<file path="config.mk">
export PLATFORM = sky130hd
export DESIGN_NAME = iomem_initiator
export DESIGN_NICKNAME = d
export VERILOG_FILES = /design/src/rtl/iomem_initiator.sv
export SDC_FILE = /design/constraint.sdc
export NUM_CORES = 1
export LEC_CHECK = 0
export CORE_ASPECT_RATIO = 0.75
export CORE_MARGIN = 2
export CORE_UTILIZATION = 26
export DETAILED_ROUTE_END_ITERATION = 16
export PLACE_DENSITY = 0.59
export SYNTH_ARGS = -nofsm -noshare
export SYNTH_HDL_FRONTEND = slang
export SYNTH_SLANG_ARGS = --single-unit
</file>
<file path="constraint.sdc">
create_clock -name clk -period 2.7 [get_ports clk]
set_input_delay 0.405 -clock clk [delete_from_list [all_inputs] [get_ports clk]]
set_output_delay 0.405 -clock clk [all_outputs]
set_load 0.005 [all_outputs]
</file>
<file path="src/rtl/iomem_initiator.sv">
// iomem_initiator: single-outstanding iomem bus master with command/response ports and timeout
module iomem_initiator #(
  parameter int unsigned TIMEOUT_CYCLES = 255,
  parameter logic [31:0] ERR_RDATA = 32'hDEADBEEF
) (
  input  logic        clk,
  input  logic        reset,
  input  logic        cmd_valid,
  output logic        cmd_ready,
  input  logic [3:0]  cmd_wstrb,
  input  logic [31:0] cmd_addr,
  input  logic [31:0] cmd_wdata,
  output logic        rsp_valid,
  input  logic        rsp_ready,
  output logic [31:0] rsp_rdata,
  output logic        rsp_err,
  output logic [7:0]  err_count,
  output logic        iomem_valid,
  input  logic        iomem_ready,
  output logic [3:0]  iomem_wstrb,
  output logic [31:0] iomem_addr,
  output logic [31:0] iomem_wdata,
  input  logic [31:0] iomem_rdata
);
  typedef enum logic [1:0] {IDLE, BUS, RESP} state_t;
  state_t state, state_n;
  logic [31:0] cnt;
  logic tmo;
  assign tmo = (TIMEOUT_CYCLES != 0) && (cnt == TIMEOUT_CYCLES - 1);
  always_comb begin
    state_n = state;
    case (state)
      IDLE:    state_n = cmd_valid && cmd_ready ? BUS : IDLE;
      BUS:     state_n = iomem_ready || tmo ? RESP : BUS;
      RESP:    state_n = rsp_ready ? IDLE : RESP;
      default: state_n = IDLE;
    endcase
  end
  always_ff @(posedge clk) state <= reset ? IDLE : state_n;
  // ready beats timeout on the same edge: the iomem_ready branch is checked first
  always_ff @(posedge clk) begin
    if (reset) begin
      cmd_ready   <= 1'b1;
      iomem_valid <= 1'b0;
      iomem_wstrb <= '0;
      iomem_addr  <= '0;
      iomem_wdata <= '0;
      rsp_valid   <= 1'b0;
      rsp_err     <= 1'b0;
      rsp_rdata   <= '0;
      err_count   <= '0;
      cnt         <= '0;
    end else begin
      if (state == IDLE && state_n == BUS) begin
        iomem_valid <= 1'b1;
        iomem_wstrb <= cmd_wstrb;
        iomem_addr  <= cmd_addr;
        iomem_wdata <= cmd_wdata;
        cmd_ready   <= 1'b0;
        cnt         <= '0;
      end
      if (state == BUS) begin
        cnt <= cnt + 1;
        if (iomem_ready) begin
          iomem_valid <= 1'b0;
          rsp_rdata   <= iomem_wstrb == 4'd0 ? iomem_rdata : 32'd0;
          rsp_err     <= 1'b0;
          rsp_valid   <= 1'b1;
        end else if (tmo) begin
          iomem_valid <= 1'b0;
          rsp_rdata   <= ERR_RDATA;
          rsp_err     <= 1'b1;
          rsp_valid   <= 1'b1;
          err_count   <= err_count + {7'd0, err_count != 8'hFF};
        end
      end
      if (state == RESP && rsp_ready) begin
        rsp_valid <= 1'b0;
        cmd_ready <= 1'b1;
      end
    end
  end
endmodule

</file>
==> results.sh <==
export IMPL_seqPwrFrac_pct=43.5
export IMPL_overflow=0
export IMPL_row_count=47
export IMPL_syn_cell_area_sq_um=5870
export IMPL_ys_types=48
export IMPL_clk_pin_slew_ns=0.06
export IMPL_drc=0
export IMPL_use_met3_pct=7.14
export IMPL_ctsResizeCount=0
export IMPL_p_sw_share_pct=26.3
export IMPL_clock_latency_ns=0.43
export IMPL_synth_warnings=0
export IMPL_p_total_uw=5330
export IMPL_rsz0062_at_grt="no"
export IMPL_finalHoldViolations=0
export IMPL_seq_area_sq_um=2920
export IMPL_num_vias=5845
export IMPL_nNetsFinal=1035
export IMPL_start_kind="flip-flop"
export IMPL_drt_initial_drc_count=326
export IMPL_place_ws_ns=0.336
export IMPL_cts_hold_buf=0
export IMPL_synth_edf_count=0
export IMPL_relSlewSlack_pct=56.1
export IMPL_crit_required_ns=3.04
export IMPL_cts_setup_buffers=0
export IMPL_core_area_sq_um=22100
export IMPL_antenna_found_initial=0
export IMPL_fmax_mhz=415
export IMPL_cts_tree="yes"
export IMPL_grtUsageTotal_pct=14.9
export IMPL_pwr_share_comb_pct=14.0
export IMPL_end_kind="flip-flop"
export IMPL_drtAntennaViolNets=0
export IMPL_clock_sinks=146
export IMPL_drv_cap=0
export IMPL_status="finished, final reports clean"
export IMPL_syn_to_final_growth_pct=52.3
export IMPL_synth_seq_cells=146
export IMPL_globalplace_congestion=0.764
export IMPL_dieArea_sq_um=23800
export IMPL_htree_num_levels=4
export IMPL_slew_violations=0
export IMPL_numPortBuffers=216
export IMPL_cts_buffers=17
export IMPL_cts_root_buf="clkbuf_16"
export IMPL_final_core_util_pct=40.4
export IMPL_diodes=0
export IMPL_postRouteWirelength_microns=17900
export IMPL_synth_nets=834
export IMPL_start_util_pct=26.5
export IMPL_finalClockSkew_ns=0.0136
export IMPL_final_period_utilization_pct=89.2
export IMPL_fin_ws_ns=0.290
export IMPL_nFillCells=2305
export IMPL_seq_area_frac_synth_pct=49.8
export IMPL_ir_worst_vdd_mv=0.351
export IMPL_die_h_microns=134
export IMPL_first_pass_iters=4
export IMPL_grt_pass1_vias=5487
export IMPL_use_met2_pct=21.0
export IMPL_die_w_microns=177
export IMPL_grt_util_met1_pct=19.9
export IMPL_period_minus_slack_ns=2.41
export IMPL_grt_max_degree=75
export IMPL_grt_pass1_wl_microns=28300
export IMPL_fin_tns_setup_ns=0
export IMPL_synthFlopType="dfxtp_1"
export IMPL_vias_per_cell=4.74
export IMPL_avgSynthCellArea_sq_um=8.09
export IMPL_grt_busiest_layer="met2"
export IMPL_path_max_fanout=8
export IMPL_netlist_instances=725
export IMPL_min_path_type="flip-flop to flip-flop"
export IMPL_clkPwrFrac_pct=42.4
export IMPL_clk_path_buf_depth=2
export IMPL_wire_per_inst_microns=14.6
export IMPL_setup_viol_count_final=0
export IMPL_p_int_uw=3920
export IMPL_tightestPinTransition_ns=0.656
export IMPL_cp_arrival_ns=2.75
export IMPL_powerDensity_nw_per_um2=596
export IMPL_multi_input_area_sq_um=2740
export IMPL_path_class="flip-flop to flip-flop"
export IMPL_ios=217
export IMPL_total_leakage_power_uw=0.00305
export IMPL_drive_gt1_share_pct=6.28
export IMPL_hpwl_microns=12300
export IMPL_p_switching_uw=1400
export IMPL_postSynth_asyncResetShare_pct=0
==> sequential cells by signal, indices dropped and copies added, names as in the netlist <==
name and cells:
state 2, cmd_ready 1, rsp_err 1, rsp_rdata 32
rsp_valid 1, iomem_valid 1, iomem_wstrb 4, err_count 8
iomem_addr 32, cnt 32, iomem_wdata 32
==> critical path: stages (launching register included) <==
cell	delay [ns]
dfxtp_1	0.44
ha_1	0.19
nor4b_1	0.25
nand4_1	0.23
or3_1	0.53
or4_1	0.54
a21oi_1	0.15
==> cells in the mapped netlist, drive strengths merged, types with 2 or more instances <==
cell      n  area [sq um]
nor2b     2          12.5
or2       2          12.5
nor3      3          15.0
and4      5          43.8
o31ai     3          22.5
nand4b    2          17.5
o41ai     2          17.5
a311oi    4          35.0
o21a     25           188
or4       6          45.0
buf       4          22.5
nand2   168           631
a31oi     6          37.5
o21ai     5          25.0
or3      14          87.6
and3      2          12.5
nor3b     2          15.0
nor4      7          50.1
clkbuf   45           169
ha        4          50.1
a21oi   135           679
nor2     50           188
or4b      2          20.0
nand3b    2          15.0
o211ai   23           173
o311ai    3          26.3
nand3    16          92.6
inv       8          30.0
dfxtp   146          2920
nand2b    4          25.0
nand4    12          75.1
==> cells in the final DEF, fill, tap and decap left out, drive strengths merged, types with 3 or more instances in the layout <==
cell type / Yosys / layout
o311ai: 3 / 3
nand3: 16 / 16
o21ai: 5 / 5
clkdlybuf4s50: 0 / 215
nor4: 7 / 7
ha: 4 / 4
o21a: 25 / 25
a31oi: 6 / 6
nand4: 12 / 12
or4: 6 / 6
o31ai: 3 / 3
nand2b: 4 / 4
and4: 5 / 5
a21oi: 135 / 135
clkinvlp: 0 / 3
dfxtp: 146 / 146
or3: 14 / 14
nand2: 168 / 168
clkbuf: 45 / 19
inv: 8 / 16
buf: 4 / 16
nor3: 3 / 3
o211ai: 23 / 23
nor2: 50 / 50
a311oi: 4 / 4
==> per-layer routing <==
layer | vias to the layer above | part of all wire, %
li1 | 2947 | -
met4 | 0 | 1.1
met5 | - | 0
met2 | 207 | 41
met1 | 2675 | 47
met3 | 16 | 11
==> cell type report <==
class	count	area share, %
multi-input combinational	522	30.6
clock inverter	13	1.29
timing repair buffer	231	25.9
tap	294	4.12
inverter	8	0.336
clock buffer	19	5.07
sequential	146	32.7
==> power groups by stage <==
stage	Sequential (uW)	Clock [uW]	Combinational, uW
after floorplan	2370	0	285
after global placement	2360	0	757
after detailed placement	2370	0	754
after CTS	2320	2350	758
after global routing	2330	2440	820
final	2320	2260	748
==> cell families (layout without fill, tap and decap cells) <==
| kind of cell | count (synthesis) | in the layout | share of synthesized area (%) |
|---|---|---|---|
| muxes | 1 | 1 | 0.192 |
| buffers and inverters | 57 | 271 | 3.78 |
| AOI/OAI and AO/OA | 213 | 213 | 21.5 |
| adders and majority gates | 4 | 4 | 0.853 |
| DFF | 146 | 146 | 49.8 |
| and+or+nand+nor | 304 | 304 | 23.9 |
==> path summary, 6_finish.rpt <==
| path | cells past startpoint | slack, ns | startpoint | endpoint |
|---|---|---|---|---|
| worst min-delay path | 2 | 0.45 | iomem_wdata[31]$_SDFFE_PP0P_ | iomem_wdata[31]$_SDFFE_PP0P_ |
| worst max register to register | 6 | 0.29 | cnt[1]$_SDFFE_PP0P_ | err_count[3]$_SDFFE_PP0P_ |
| worst min register to register | 2 | 0.45 | iomem_wdata[31]$_SDFFE_PP0P_ | iomem_wdata[31]$_SDFFE_PP0P_ |
| worst max-delay path | 6 | 0.29 | cnt[1]$_SDFFE_PP0P_ | err_count[3]$_SDFFE_PP0P_ |
==> through the flow <==
stage / instance area, sq um / hold slack (ns) / cells
final: 8930 / 0.452 / 1233
after global routing: 8930 / 0.472 / 1233
after CTS: 8930 / 0.455 / 1233
after detailed placement: 8370 / 0.446 / 1201
after global placement: 8370 / 0.441 / 1201
after floorplan: 5870 / 0.440 / 725
No activity file was read; power rests on OpenSTA's default activity.
